`src/rtl/au_issue_ctrl.sv`:
```
// au_issue_ctrl
//   Issue/sequencing stage in front of the 32-bit arithmetic unit (ADD/SUB/MULT/DIV).
//   Accepts one operation per req handshake, holds operands/opcode steady on au_*
//   for the op-specific latency, captures s/hi/lo with zero and divide-by-zero
//   flags, and presents the result on the rsp handshake until it is consumed.
// Ports
//   clk, rst_n            clock; asynchronous reset, active-high (1 = reset)
//   req_valid/req_ready   request handshake; req_ready only in IDLE
//   req_op/req_a/req_b    opcode (00 ADD, 01 SUB, 10 MULT, 11 DIV) and operands
//   au_a/au_b/au_op       latched operands/opcode driven to the AU
//   au_s/au_hi/au_lo      AU results
//   rsp_valid/rsp_ready   response handshake
//   rsp_s/rsp_hi/rsp_lo   captured results
//   rsp_zero/rsp_dbz      zero flag, divide-by-zero flag
//   busy                  operation in flight (state != IDLE)
module au_issue_ctrl #(
  parameter int unsigned WIDTH      = 32,
  parameter int unsigned ADDSUB_CYC = 1,
  parameter int unsigned MULT_CYC   = 32,
  parameter int unsigned DIV_CYC    = 32
) (
  input  logic             clk,
  input  logic             rst_n,
  input  logic             req_valid,
  output logic             req_ready,
  input  logic [1:0]       req_op,
  input  logic [WIDTH-1:0] req_a,
  input  logic [WIDTH-1:0] req_b,
  output logic [WIDTH-1:0] au_a,
  output logic [WIDTH-1:0] au_b,
  output logic [1:0]       au_op,
  input  logic [WIDTH-1:0] au_s,
  input  logic [WIDTH-1:0] au_hi,
  input  logic [WIDTH-1:0] au_lo,
  output logic             rsp_valid,
  input  logic             rsp_ready,
  output logic [WIDTH-1:0] rsp_s,
  output logic [WIDTH-1:0] rsp_hi,
  output logic [WIDTH-1:0] rsp_lo,
  output logic             rsp_zero,
  output logic             rsp_dbz,
  output logic             busy
);

  localparam int unsigned MAX_AM  = (ADDSUB_CYC > MULT_CYC) ? ADDSUB_CYC : MULT_CYC;
  localparam int unsigned MAX_CYC = (MAX_AM > DIV_CYC) ? MAX_AM : DIV_CYC;
  localparam int unsigned CNT_W   = $clog2(MAX_CYC + 1);

  localparam logic [1:0] OP_ADD  = 2'b00;
  localparam logic [1:0] OP_SUB  = 2'b01;
  localparam logic [1:0] OP_MULT = 2'b10;

  // S_DBZ is a single bookkeeping cycle so divide-by-zero keeps the same
  // one-cycle response latency as a single-cycle op without entering EXEC.
  typedef enum logic [1:0] {S_IDLE, S_EXEC, S_DBZ, S_DONE} state_t;

  state_t             state_q, state_d;
  logic [CNT_W-1:0]   cnt_q, cnt_d, cnt_load;
  logic [WIDTH-1:0]   a_q, a_d, b_q, b_d;
  logic [1:0]         op_q, op_d;
  logic [WIDTH-1:0]   s_q, s_d, hi_q, hi_d, lo_q, lo_d;
  logic               zero_q, zero_d, dbz_q, dbz_d;

  always_comb begin
    case (req_op)
      OP_ADD, OP_SUB: cnt_load = CNT_W'(ADDSUB_CYC - 1);
      OP_MULT:        cnt_load = CNT_W'(MULT_CYC - 1);
      default:        cnt_load = CNT_W'(DIV_CYC - 1);
    endcase
  end

  always_comb begin
    state_d = state_q;
    cnt_d   = cnt_q;
    a_d     = a_q;
    b_d     = b_q;
    op_d    = op_q;
    s_d     = s_q;
    hi_d    = hi_q;
    lo_d    = lo_q;
    zero_d  = zero_q;
    dbz_d   = dbz_q;
    case (state_q)
      S_IDLE: begin
        if (req_valid) begin
          a_d  = req_a;
          b_d  = req_b;
          op_d = req_op;
          if (req_op == 2'b11 && req_b == '0) begin
            cnt_d   = '0;
            state_d = S_DBZ;
          end else begin
            cnt_d   = cnt_load;
            state_d = S_EXEC;
          end
        end
      end
      S_EXEC: begin
        if (cnt_q == '0) begin
          dbz_d = 1'b0;
          if (op_q == OP_ADD || op_q == OP_SUB) begin
            s_d    = au_s;
            hi_d   = '0;
            lo_d   = '0;
            zero_d = (au_s == '0);
          end else begin
            s_d    = '0;
            hi_d   = au_hi;
            lo_d   = au_lo;
            zero_d = ({au_hi, au_lo} == '0);
          end
          state_d = S_DONE;
        end else begin
          cnt_d = cnt_q - 1'b1;
        end
      end
      S_DBZ: begin
        s_d     = '0;
        hi_d    = '0;
        lo_d    = '0;
        zero_d  = 1'b1;
        dbz_d   = 1'b1;
        state_d = S_DONE;
      end
      default: begin
        if (rsp_ready) state_d = S_IDLE;
      end
    endcase
  end

  always_ff @(posedge clk or posedge rst_n) begin
    if (rst_n) begin
      state_q <= S_IDLE;
      cnt_q   <= '0;
      a_q     <= '0;
      b_q     <= '0;
      op_q    <= '0;
      s_q     <= '0;
      hi_q    <= '0;
      lo_q    <= '0;
      zero_q  <= 1'b0;
      dbz_q   <= 1'b0;
    end else begin
      state_q <= state_d;
      cnt_q   <= cnt_d;
      a_q     <= a_d;
      b_q     <= b_d;
      op_q    <= op_d;
      s_q     <= s_d;
      hi_q    <= hi_d;
      lo_q    <= lo_d;
      zero_q  <= zero_d;
      dbz_q   <= dbz_d;
    end
  end

  assign req_ready = (state_q == S_IDLE);
  assign busy      = (state_q != S_IDLE);
  assign rsp_valid = (state_q == S_DONE);
  assign au_a      = a_q;
  assign au_b      = b_q;
  assign au_op     = op_q;
  assign rsp_s     = s_q;
  assign rsp_hi    = hi_q;
  assign rsp_lo    = lo_q;
  assign rsp_zero  = zero_q;
  assign rsp_dbz   = dbz_q;

endmodule

```
`config.mk`:
```
export PLATFORM = sky130hd
export DESIGN_NAME = au_issue_ctrl
export DESIGN_NICKNAME = d
export VERILOG_FILES = /design/src/rtl/au_issue_ctrl.sv
export SDC_FILE = /design/constraint.sdc
export NUM_CORES = 1
export LEC_CHECK = 0
export ABC_AREA = 1
export CAP_MARGIN = 25
export CORE_MARGIN = 2
export CORE_UTILIZATION = 25
export DETAILED_ROUTE_END_ITERATION = 6
export SLEW_MARGIN = 10
export SYNTH_ARGS = -nofsm -noshare
export SYNTH_HDL_FRONTEND = slang
export SYNTH_SLANG_ARGS = --single-unit
```
`constraint.sdc`:
```
create_clock -name clk -period 17.3 [get_ports clk]
set_input_delay 3.46 -clock clk [delete_from_list [all_inputs] [get_ports clk]]
set_output_delay 3.46 -clock clk [all_outputs]
set_load 0.005 [all_outputs]
```
## Yosys cells after proc, flatten, opt, wreduce, memory -nomap -nowiden

Index checks and enable logic that the tools add are counted.
W data, S select, Z words.

| storage, ports and cells | value |
|---|---|
| flip-flop bits (word level) | 172 |
| input bits | 166 |
| output and inout bits | 167 |
| word-level logic and storage cells | 62 |

| cells by class | value |
|---|---|
| add/subtract/negate cells | 1 |
| equal/unequal tests | 9 |
| multiplexer cells | 24 |
| reductions and logical operators | 18 |

Operator list:

| kind | number |
|---|---|
| $mux W32 | 6 |
| $pmux W32 S2 | 3 |
| $logic_not A32 Y1 | 2 |
| $logic_not A64 Y1 | 1 |
| $mux W6 | 3 |
| $pmux W6 S2 | 1 |
| $mux W2 | 4 |
| $eq A2 B1 Y1 const B | 3 |
| $eq A2 B2 Y1 const B | 3 |
| $logic_not A2 Y1 | 3 |
| $logic_not A6 Y1 | 1 |
| $ne A2 B2 Y1 const B | 3 |
| $pmux W2 S3 | 1 |
| $reduce_and A3 Y1 | 2 |
| $reduce_bool A2 Y1 | 3 |
| $sub A6 B1 Y6 const B | 1 |
| $mux W5 | 1 |
| $pmux W1 S2 | 2 |
| $reduce_and A2 Y1 | 2 |
| $reduce_bool A4 Y1 | 1 |
| $mux W1 | 3 |
| $reduce_or A2 Y1 | 1 |
| $logic_and A1 B1 Y1 | 1 |
| $logic_or A1 B1 Y1 | 1 |

## Logic depth before layout (Yosys ltp)

| logic depth | value |
|---|---|
| depth in word-level cells | 6 |
| depth in mapped cells | 10 |
| mapped depth without buffers | 10 |

## Worst setup path before layout

Ideal clock, no wire load.

| timing | value |
|---|---|
| kind | input-to-reg |
| start | in req_b[9] |
| end | reg cnt_q[0] |
| setup time | 143 ps |
| data arrival time | 4222 ps |
| data required time | 17157 ps |
| setup slack | 12935 ps |
| stages on the path | 6 |
| path buffers | 0 |
| cells stage by stage | nor2_1 -> nand2_1 -> nor2_1 -> nand3_1 -> o21ai_0 -> a21oi_1 |

| between the ends | value |
|---|---|
| word-level cells in the longest chain between the ends | 5 |

Ends and longest elaborated chain:

| element | line | RTL |
|---|---|---|
| start: declaration | 28 | `input logic [WIDTH-1:0] req_b,` |
| $logic_not A32 Y1 | 89 | `if (req_op == 2'b11 && req_b == '0) begin` |
| $logic_and A1 B1 Y1 | 89 |  |
| $mux W6 | 89 |  |
| $mux W6 | 85 | `if (req_valid) begin` |
| $pmux W6 S2 | 83 | `case (state_q)` |
| end signal: assignment | 145 | `cnt_q <= cnt_d;` |
| end: declaration | 58 | `logic [CNT_W-1:0] cnt_q, cnt_d, cnt_load;` |

Every way passes these cells. The select of a mux whose other input is x is not followed.
A chain may end at the register's enable or synchronous reset.

## Worst setup path in the final report

| timing | value |
|---|---|
| start | reg state_q[0] |
| end | out busy |

| between the ends | value |
|---|---|
| word-level cells in the longest chain between the ends | 1 |

Ends and longest elaborated chain:

| element | line | RTL |
|---|---|---|
| start: declaration | 57 | `state_t state_q, state_d;` |
| start signal: assignment | 144 | `state_q <= state_d;` |
| $reduce_bool A2 Y1 | 158 | `assign busy = (state_q != S_IDLE);` |
| end: declaration | 42 | `output logic busy` |

Every way passes these cells.

==> impl_metrics.ini <==
[floorplan]
rows = 63
num_io_pins = 333
coreArea_sq_mm = 0.0296
start_util = 0.254
die_h_microns = 177
fp.dieW_microns = 177
die-area_sq_mm = 0.0314

[global_route]
grt_pass1_vias = 6956
grt_remaining_overflow = 0
antenna_found_initial = 0
grt_start_max_net_pins = 100
grtUsageTotal = 0.154
grt_first_pass_wirelength_mm = 37.9

[cts]
cts_buffer_depth = 2
cts_setup_buffers = 0
clockRootBuffer = clkbuf_16
clk_pin_slew_ns = 0.07
clk_latency_ns = 0.42
cts-resized-gates = 0
cts_buffers = 17
tritoncts = done
hold_buffers = 0
htreeDepth = 4
cts_sinks = 172

[routing]
drt_pass1_iterations = 4
wl_per_cell_microns = 15.3
ant_nets = 0
vias = 6981
vias_per_cell = 4.31
dr.first_iter.drc_count = 377
drt-total-wl_mm = 24.7
drc = 0

[worst_setup_path]
path_class = register to output port
reg2reg_slack_ns = 14.36
start_kind = register
worstPathRequired_ns = 13.84
rr_worst_depth = 8
critical_path.max_fanout = 6
critPathCaptureType = output port
reg2reg_from = state_q[1]$_DFFE_PP0P_
arrival_ns = 1.81
regToRegEndpoint = rsp_s[29]$_DFFE_PP0P_

[synth]
synth_cell_types = 27
synthCells = 899
synth.area.top_cells = dfrtp_1 57%, nand2_1 12%, inv_1 6.6%
synth_ff_type = dfrtp_1
ys_seq_area_frac = 0.574
yosysWarnings = 0
synth.most_common_cell = nand2_1
syn_area_sq_mm = 0.00750
synth_nets = 1071
synth_area_per_cell_sq_um = 8.34
async_flop_share = 1.00
synth_top_area_frac = 0.574
synth_enable_flop_cells = 0
synth_seq_cells = 172
synthTopCellsByCount = 233 x nand2_1, 172 x dfrtp_1, 131 x inv_1
synth_area_leader_cell = dfrtp_1

[place]
place_area_sq_mm = 0.0112
dp_hpwl_mm = 17.8
place_congestion = 0.817
io_buffers = 332
dp_cells = 1587

[layout]
final_cells = 1619
drive_gt1_frac = 0.0423
stdcell_area_sq_mm = 0.0118
fillers = 2999
nets = 1388
n_antenna_cell = 0
area_growth_pct = 56.7

[sta]
setup_viol = 0
max_freq_mhz = 190
hold_viol = 0
final.setup_skew_ns = 0.00960
post-route-min-period_ns = 5.27
rsz0062_at_grt = no
timing.setup.tns_ns = 0
maxSlewViolCount = 0
slew-limit-headroom = 0.385
hold_ws_ns = 0.478
min_period_over_period = 0.304
worst-slew-pin-transition_ns = 0.922

[hold_path]
min_to = au_b[30]$_DFFE_PP0P_
worstHoldStart = au_b[30]$_DFFE_PP0P_
hold_path_depth = 2
hp-class = register to register

[pwr]
p_per_area_mw_per_mm2 = 150
leakage_nw = 5.23
vdd_ir_drop_max_v = 0.0000796
p_sw_w = 0.000627
pwr-share-clk = 0.220
combPwrFrac = 0.415
p_sw_frac = 0.355
pwr-share-seq = 0.365
power.internal_w = 0.00114

[run]
cap_violations = 0

[outcome]
status = completed
worst max path at each step:
stage                                      start                    end
after floorplan                            rst_n    au_a[0]$_DFFE_PP0P_
after global placement                     rst_n  rsp_s[23]$_DFFE_PP0P_
after detailed placement               req_valid   cnt_q[3]$_DFFE_PP0P_
after CTS                 state_q[0]$_DFFE_PP0P_                   busy
after global routing      state_q[0]$_DFFE_PP0P_                   busy
final                     state_q[0]$_DFFE_PP0P_                   busy
sequential cells by signal, summed over array words and instances, names as in the netlist:
signal	cells
au_a	32
rsp_dbz	1
cnt_q	6
rsp_lo	32
rsp_s	32
au_op	2
rsp_zero	1
state_q	2
au_b	32
rsp_hi	32
routing by layer:
layer,vias to the layer above,global-route usage,wire length (microns)
li1,3436,-,-
met1,3256,0.197,10700
met2,272,0.250,11500
met3,17,0.0496,2210
met4,0,0.0413,357
met5,-,0,0
cells in the final DEF, fill, tap and decap left out, types with 9 or more instances in the layout:
cell type / n
o22ai_1: 17
clkdlybuf4s50_1: 332
nand3_1: 93
nor2_1: 89
dfrtp_1: 172
clkbuf_16: 17
o21ai_0: 87
inv_6: 9
a21oi_1: 10
inv_1: 130
nand2_1: 232
stage by stage:
step | power, W | setup slack, ns | util
after global routing | 0.00191 | 11.90 | 0.398
after floorplan | 0.000961 | 9.18 | -
final | 0.00177 | 12.03 | 0.398
after detailed placement | 0.00139 | 11.80 | 0.378
after CTS | 0.00180 | 12.01 | 0.398
after global placement | 0.00138 | 11.46 | 0.377
power groups by stage:
stage / combinational [W] / sequential (W) / clock [W]
2_1_floorplan: 0.000308 / 0.000654 / 0
3_3_place_gp: 0.000736 / 0.000649 / 0
3_5_place_dp: 0.000745 / 0.000649 / 0
4_1_cts: 0.000746 / 0.000648 / 0.000404
5_1_grt: 0.000818 / 0.000666 / 0.000423
6_report: 0.000734 / 0.000646 / 0.000389
area by class of cell:
type,count,area (sq um),area share
repair buffers,340,3400,0.289
multi-input cells,552,2470,0.211
well taps,390,488,0.0415
clock inverters,12,115,0.00979
clock buffers,20,467,0.0397
flip-flops and latches,172,4300,0.366
inverters,133,504,0.0429
logic make-up after synthesis:
group	synth area share
flip-flops	0.574
AND/OR/NAND/NOR	0.233
buffers and inverters	0.0989
AO/OA/AOI/OAI	0.0836
adder cells (fa/ha/maj)	0.0100
XOR/XNOR	0.00117
worst max-delay path: stages, from the launching register on:
cell	delay (ns)
dfrtp_1	0.40
inv_1	0.08
ha_1	0.29
inv_1	0.10
clkdlybuf4s50_1	0.52
(Power assumes the default switching activity.)
